## src/rtl/fetch_stage_pkg.sv

```systemverilog
// Shared core types: datapath widths and the fetch FSM encoding.
package cpuPkg;

  localparam int PC_WIDTH    = 16;
  localparam int INSTR_WIDTH = 32;

  typedef enum logic [1:0] {
    S_REQ   = 2'd0,
    S_WAIT  = 2'd1,
    S_HOLD  = 2'd2,
    S_DRAIN = 2'd3
  } FetchState;

  // Sequential word address; wraps modulo 2^PC_WIDTH.
  function automatic logic [PC_WIDTH-1:0] pc_inc(input logic [PC_WIDTH-1:0] pc);
    return pc + PC_WIDTH'(1);
  endfunction

endpackage

```

## src/rtl/fetch_stage_if_id_reg.sv

```systemverilog
// IF/ID pipeline register with valid/ready handshake, load and flush.
module if_id_reg
  import cpuPkg::*;
(
  input  logic                   clk,
  input  logic                   rst_n,
  input  logic                   load,
  input  logic                   flush,
  input  logic [PC_WIDTH-1:0]    load_pc,
  input  logic [INSTR_WIDTH-1:0] load_instr,
  input  logic                   id_ready,
  output logic                   if_valid,
  output logic [PC_WIDTH-1:0]    if_pc,
  output logic [INSTR_WIDTH-1:0] if_instr
);

  logic                   valid_q, valid_d;
  logic [PC_WIDTH-1:0]    pc_q, pc_d;
  logic [INSTR_WIDTH-1:0] instr_q, instr_d;

  // Next-state: a transfer empties the slot, flush wins over load, load refills.
  always_comb begin
    valid_d = valid_q;
    pc_d    = pc_q;
    instr_d = instr_q;
    if (valid_q && id_ready) valid_d = 1'b0;
    if (flush) begin
      valid_d = 1'b0;
    end else if (load) begin
      valid_d = 1'b1;
      pc_d    = load_pc;
      instr_d = load_instr;
    end
  end

  // Register update; payload only changes on load so it is stable under stall.
  always_ff @(posedge clk or negedge rst_n) begin
    if (!rst_n) begin
      valid_q <= 1'b0;
      pc_q    <= '0;
      instr_q <= '0;
    end else begin
      valid_q <= valid_d;
      pc_q    <= pc_d;
      instr_q <= instr_d;
    end
  end

  assign if_valid = valid_q;
  assign if_pc    = pc_q;
  assign if_instr = instr_q;

endmodule

```

## src/rtl/fetch_stage.sv

```systemverilog
// Instruction fetch: PC register, single-outstanding imem reads, redirect handling.
//
// state   | meaning
// S_REQ   | issue a read at pc this cycle (unless redirected)
// S_WAIT  | read outstanding, waiting for imem_rvalid
// S_HOLD  | response parked in hold buffer until IF/ID frees up
// S_DRAIN | redirected while a read was outstanding; swallow its response
module fetch_stage
  import cpuPkg::*;
#(
  parameter logic [PC_WIDTH-1:0] RESET_PC = '0
) (
  input  logic                   clk,
  input  logic                   rst_n,
  input  logic                   pc_load,
  input  logic [PC_WIDTH-1:0]    next_pc,
  output logic                   imem_req,
  output logic [PC_WIDTH-1:0]    imem_addr,
  input  logic                   imem_rvalid,
  input  logic [INSTR_WIDTH-1:0] imem_rdata,
  output logic                   if_valid,
  output logic [PC_WIDTH-1:0]    if_pc,
  output logic [INSTR_WIDTH-1:0] if_instr,
  input  logic                   id_ready
);

  FetchState              state_q, state_d;
  logic [PC_WIDTH-1:0]    pc_q, pc_d;
  logic [PC_WIDTH-1:0]    hold_pc_q, hold_pc_d;
  logic [INSTR_WIDTH-1:0] hold_instr_q, hold_instr_d;

  logic                   slot_free;
  logic                   ld;
  logic                   flush;
  logic [PC_WIDTH-1:0]    ld_pc;
  logic [INSTR_WIDTH-1:0] ld_instr;

  assign slot_free = !if_valid || id_ready;
  // Gated by rst_n so no request leaks out while reset is held.
  assign imem_req  = rst_n && (state_q == S_REQ) && !pc_load;
  assign imem_addr = pc_q;

  // FSM next-state; priority is pc_load > imem_rvalid > id_ready.
  always_comb begin
    state_d      = state_q;
    pc_d         = pc_q;
    hold_pc_d    = hold_pc_q;
    hold_instr_d = hold_instr_q;
    ld           = 1'b0;
    flush        = 1'b0;
    ld_pc        = pc_q;
    ld_instr     = imem_rdata;
    case (state_q)
      S_REQ: begin
        if (pc_load) pc_d = next_pc;
        else         state_d = S_WAIT;
      end
      S_WAIT: begin
        if (pc_load) begin
          pc_d    = next_pc;
          flush   = 1'b1;
          state_d = imem_rvalid ? S_REQ : S_DRAIN;
        end else if (imem_rvalid) begin
          if (slot_free) begin
            ld      = 1'b1;
            pc_d    = pc_inc(pc_q);
            state_d = S_REQ;
          end else begin
            hold_pc_d    = pc_q;
            hold_instr_d = imem_rdata;
            state_d      = S_HOLD;
          end
        end
      end
      S_HOLD: begin
        ld_pc    = hold_pc_q;
        ld_instr = hold_instr_q;
        if (pc_load) begin
          pc_d    = next_pc;
          flush   = 1'b1;
          state_d = S_REQ;
        end else if (slot_free) begin
          ld      = 1'b1;
          pc_d    = pc_inc(pc_q);
          state_d = S_REQ;
        end
      end
      S_DRAIN: begin
        if (pc_load)     pc_d    = next_pc;
        if (imem_rvalid) state_d = S_REQ;
      end
      default: state_d = S_REQ;
    endcase
  end

  // State, PC and hold buffer registers.
  always_ff @(posedge clk or negedge rst_n) begin
    if (!rst_n) begin
      state_q      <= S_REQ;
      pc_q         <= RESET_PC;
      hold_pc_q    <= '0;
      hold_instr_q <= '0;
    end else begin
      state_q      <= state_d;
      pc_q         <= pc_d;
      hold_pc_q    <= hold_pc_d;
      hold_instr_q <= hold_instr_d;
    end
  end

  if_id_reg u_if_id (
    .clk        (clk),
    .rst_n      (rst_n),
    .load       (ld),
    .flush      (flush),
    .load_pc    (ld_pc),
    .load_instr (ld_instr),
    .id_ready   (id_ready),
    .if_valid   (if_valid),
    .if_pc      (if_pc),
    .if_instr   (if_instr)
  );

endmodule

```

## config.mk

```make
export PLATFORM = sky130hd
export DESIGN_NAME = fetch_stage
export DESIGN_NICKNAME = d
export VERILOG_FILES = /design/src/rtl/fetch_stage_pkg.sv /design/src/rtl/fetch_stage_if_id_reg.sv /design/src/rtl/fetch_stage.sv
export SDC_FILE = /design/constraint.sdc
export NUM_CORES = 1
export LEC_CHECK = 0
export CORE_UTILIZATION = 53
export CTS_BUF_LIST = sky130_fd_sc_hd__clkbuf_4 sky130_fd_sc_hd__clkbuf_8
export DETAILED_ROUTE_END_ITERATION = 7
export GPL_TIMING_DRIVEN = 0
export PLACE_DENSITY = 0.84
export SLEW_MARGIN = 15
export SYNTH_ARGS = -nofsm -noshare
export SYNTH_HDL_FRONTEND = slang
export SYNTH_HIERARCHICAL = 1
export SYNTH_SLANG_ARGS = --single-unit
export TNS_END_PERCENT = 50
```

## constraint.sdc

```tcl
create_clock -name clk -period 3.2 [get_ports clk]
set_input_delay 0.64 -clock clk [delete_from_list [all_inputs] [get_ports clk]]
set_output_delay 0.64 -clock clk [all_outputs]
set_load 0.02 [all_outputs]
```

### Word-level counts from Yosys, hierarchy flattened

Index checks and enable logic that the tools add are counted.

| storage, ports and cells | value |
|---|---|
| memory bits (read-only) | 0 |
| memories | 0 |
| memory bits (writable) | 0 |
| latch bits | 0 |
| input port bits | 53 |
| bits in registers | 115 |
| output and inout bits | 66 |
| logic and storage cells | 60 |

| operators by class | value |
|---|---|
| mux-type cells | 27 |
| $lt $le $gt $ge | 0 |
| div/mod/pow operators | 0 |
| bitwise gates (word level) | 3 |
| multipliers | 0 |
| $add $sub $neg | 1 |
| equal/unequal tests | 8 |
| reduce and logical (&&, ||, !) cells | 14 |
| shift operators | 0 |

Operator list:

| kind | number |
|---|---|
| $mux 16 | 6 |
| $pmux 16 s3 | 1 |
| $mux 32 | 1 |
| $add 16x1->16 const B | 1 |
| $mux 2 | 8 |
| $mux 1 | 9 |
| $pmux 2 s4 | 1 |
| $reduce_and 4->1 | 2 |
| $ne 3x3->1 const B | 2 |
| $eq 2x2->1 const B | 2 |
| $ne 2x2->1 const B | 2 |
| $reduce_and 2->1 | 2 |
| $reduce_or 2->1 | 2 |
| $logic_and 1x1->1 | 3 |
| $not 1->1 | 3 |
| $reduce_bool 3->1 | 1 |
| $eq 2x1->1 const B | 1 |
| $logic_not 1->1 | 2 |
| $logic_not 2->1 | 1 |
| $ne 2x1->1 const B | 1 |
| $pmux 1 s2 | 1 |
| $logic_or 1x1->1 | 1 |

### Logic depth before layout (Yosys ltp)

| logic depth | value |
|---|---|
| word-level depth | 8 |
| depth in mapped cells | 11 |
| depth with buffers taken out | 6 |

### Modules after synthesis

Netlist, hierarchy kept.

Modules (own cells, without submodules):

| module | instances | cells each | area an instance (sq um) |
|---|---|---|---|
| fetch_stage | 1 | 313 | 3728.6 |
| if_id_reg | 1 | 106 | 1936.9 |

### Worst setup path after synthesis

Ideal clock, no wire load.

| timing | value |
|---|---|
| kind | register to register |
| from | reg state_q[0] |
| to | reg u_if_id.instr_q[21], in the netlist u_if_id/if_instr[21] |
| library setup time | 0.125 ns |
| setup slack | 0.902 ns |
| clock period less this slack | 2.298 ns |
| data required time | 3.075 ns |
| data arrival time | 2.173 ns |
| buffers on the path | 5 |
| cell stages (with the launch flop) | 12 |
| path through | dfrtp_1 -> inv_1 -> ha_1 -> buf_4 -> nand2b_1 -> buf_2 -> buf_2 -> nor3_1 -> nor2b_4 -> buf_6 -> buf_12 -> mux2_4 |

| between the ends | value |
|---|---|
| elaborated cells on any way between the ends | 8 |
| classes of those cells | eq/ne: 2; mux: 3; bitwise: 1; reduce/logical: 2 |

RTL lines:

| item | line | text |
|---|---|---|
| start, declared | fetch_stage.sv:27 | `FetchState state_q, state_d;` |
| start signal, assigned | fetch_stage.sv:104 | `state_q <= state_d;` |
| $eq 2x2->1 / $eq 2x1->1 (equally long branches) | fetch_stage.sv:53 | `case (state_q)` |
| $pmux 1 s2 (*) | fetch_stage.sv:53 |  |
| via ld | fetch_stage.sv:33 | `logic ld;` |
| $reduce_and 2->1 (no line) (*) | -- |  |
| end signal, assigned | fetch_stage_if_id_reg.sv:45 | `instr_q <= instr_d;` |
| end, declared | fetch_stage_if_id_reg.sv:19 | `logic [INSTR_WIDTH-1:0] instr_q, instr_d;` |

The timed path passes the listed nets; every way through them passes the cells marked *.
A chain may end at the register's enable or synchronous reset.

### Worst setup path after layout

| timing | value |
|---|---|
| from | in rst_n |
| to | out imem_req |

| between the ends | value |
|---|---|
| cells in the longest elaborated chain, start to end | 2 |

Ends and longest elaborated chain:

| item | line | text |
|---|---|---|
| start, declared | fetch_stage.sv:14 | `input logic rst_n,` |
| $logic_and 1x1->1 (2 in a row) | fetch_stage.sv:40 | `assign imem_req = rst_n && (state_q == S_REQ) && !pc_load;` |
| end, declared | fetch_stage.sv:17 | `output logic imem_req,` |

No other way between the ends.

==> results.md <==
* Status: complete, but fails checks
* Failing checks: DRC
* Power Dens Cells at 949.5 mW/mm^2
* Peak Freq at 349.6 MHz
* Postcts setup bufs at 0
* Least-Margin Pin Slew at 0.4666 ns
* DRC violations left at 1
* Mux share of post-synthesis cell area at 31.03%
* Xor-xnor portion of the synthesized cell area at 0.1546%
* Post-synth EDFFs at 0
* Post-Route WL at 12800 microns
* CP Max Fanout at 83
* Synthesized flop and latch total at 115
* Iter 0 DRT Violations at 195
* Clk buf depth at 2
* Die span in y at 105.4 microns
* Initial antenna violation count at 0
* Sequential fraction of the synthesis area at 50.80%
* Final Max Slew Viols at 0
* Worst Path Class, Setup: primary input to output port
* Total Nets Final at 615
* Initial core utilization at 54.88%
* Synth unique cells at 45
* Fraction of registers with async set/reset at 100.0%
* Hold Crit Class: primary input to async pin
* Layout cell share with drive strength beyond 1 at 36.27%
* Syn Nets at 477
* Hold buffers post-CTS at 0
* WP data arrival at 2.22 ns
* Synth area leaders: dfrtp_1 51%, mux2_2 20%, mux2_4 11%, a21oi_1 1.5%, buf_12 1.4%
* Final hold violations at 0
* First-pass GRT wire length at 21150 microns
* Count leader, synth: dfrtp_1
* Post-synth top cells: 115 x dfrtp_1, 101 x mux2_2, 40 x mux2_4
* Core ar. at 0.01032 sq mm
* H-tree levels at 4
* Relative max-transition margin at 68.90%
* Max cap viols at 0
* Syn Area/Cell at 13.52 sq um
* Total number of vias at 3909
* Clock sink total at 115
* Main combinational cell family by area after synthesis: multiplexers
* Syn. warnings at 6
* Inserted Diodes at 0
* All-Layer GR Usage at 24.88%
* Finished Core Util at 71.56%
* Peak VDD IR at 0.4932 mV
* Worst R2R Path Depth at 11
* Leakage at 0.003233 uW
* Hpwl dp at 8821 microns
* Post-Synth Simple-Gate Area at 5.742%
* Final period utilization at 89.38%
* Vias/cell at 5.553
* Synthesized area at 0.005665 sq mm
* Final RePlAce weighted congestion at 0.8945
* Worst Skew at 0.006630 ns
* Worst R2R Setup Slack at 0.53 ns
* CP endpoint kind: output port
* # IOs at 119
* Clk root buf: clkbuf_8
* Worst skew pair latency at 0.43 ns
* RR Startpoint: state_q[1]
* Placed insts at 674
* Port bufs at 118
* Final antenna-violating net count at 0
* Die width at 105.4 microns
* Finished Layout Cells at 704
* Post-synthesis cell count at 419
* Compound-Gate Fraction of Synth Area at 6.559%
* Resized cells post-CTS at 0
* Adder-Cell Fraction of Synth Area at 1.104%
* Final number of setup-violating endpoints at 0
* Vias in the first global route at 4085
* Top cell type by total area after synthesis: dfrtp_1
* Die ar. at 0.01111 sq mm
* CP required at 2.56 ns
* CTS tree: yes
* Share of the synthesized area in the top cell type at 50.80%
* RSZ-0062 raised after global routing: false
* FF-to-FF End: u_if_id/if_pc[5]
* GRT overflow at 0
* DRT Pass-1 Iters at 8
* Wire per inst at 18.18 microns
* Cts bufs inserted at 17
* Largest net degree at the start of global routing at 84
* Fin crit period at 2.860 ns
* Clock slew seen by the registers of the worst setup and hold paths at 0.07 ns
* Number of core rows at 37
* Post-synthesis to final-layout area growth at 30.39%
* Main synth FF type: dfrtp_1
* Critical path launch point type: primary input
==> registers in the layout, summed over array words and instances, names as in the netlist <==
name	cells
hold_instr_q	32
hold_pc_q	16
imem_addr	16
state_q	2
u_if_id/if_instr	32
u_if_id/if_pc	16
u_if_id/if_valid	1
==> report_power, final <==
part	internal [uW]	switching [uW]	leakage, uW	total (uW)
sequential	2040	420	0.00146	2460
clock	626	557	0.000188	1180
combinational	1810	1560	0.00159	3370
total	4480	2540	0.00323	7010
==> cell families after synthesis <==
logic type | count (synthesis)
xor gates and xnor gates | 1
muxes | 143
adders and majority gates | 5
and+or+nand+nor | 61
DFF | 115
buffers and inverters | 36
AOI/OAI and AO/OA | 58
==> stage by stage <==
step,hold WS (ns),worst slack (ns),area (sq um),TNS [ns],power (uW)
after floorplan,0.3444,0.9022,5665,0,4491
after global placement,0.4836,-3.510,7017,-330.88,5706
after detailed placement,0.4907,0.1399,7046,0,5829
after CTS,0.06975,0.3198,7387,0,7046
after global routing,0.08363,0.1863,7387,0,7403
final,0.08595,0.3400,7387,0,7014
==> layout make-up <==
| class | instances | area, sq um |
|---|---|---|
| sequential | 115 | 2878 |
| clock buffer | 24 | 311.5 |
| fill | 719 | 2937 |
| inverter | 7 | 26.28 |
| multi-input combinational | 268 | 2526 |
| tap | 136 | 170.2 |
| clock inverter | 6 | 30.03 |
| buffer | 29 | 235.2 |
| timing repair buffer | 119 | 1210 |
==> worst max-delay path, cell delays in order <==
cell	delay, ns
buf_6	0.28
buf_16	0.37
and3_1	0.23
clkdlybuf4s50_1	0.64
==> worst max path at each step <==
stage | slack [ns] | end | depth (start not counted) | startpoint
2_1_floorplan | 0.90 | u_if_id/if_instr[21] | 11 | state_q[0]
3_3_place_gp | -3.51 | imem_req | 3 | rst_n
3_5_place_dp | 0.14 | u_if_id/if_instr[26] | 9 | pc_load
4_1_cts | 0.32 | imem_req | 4 | rst_n
5_1_grt | 0.19 | imem_req | 4 | rst_n
6_report | 0.34 | imem_req | 4 | rst_n
==> cells in the final DEF (no fill, tap or decap), types with 10 or more instances in the layout <==
master	Yosys	layout
dfrtp_1	115	115
mux2_4	40	40
clkdlybuf4s50_1	0	117
buf_2	13	13
o21ai_0	14	14
nor2_1	10	10
clkbuf_8	0	21
mux2_2	101	101
a21oi_1	17	17
nand2_1	16	16
==> per-layer routing <==
metal	share of wire [%]	routed length, microns	GRT usage, %
met2	49	6237	39.14
met3	6.6	844	7.730
met1	43	5539	32.31
met5	0	0	0
met4	1.4	174	9.457
(Power assumes the default switching activity.)
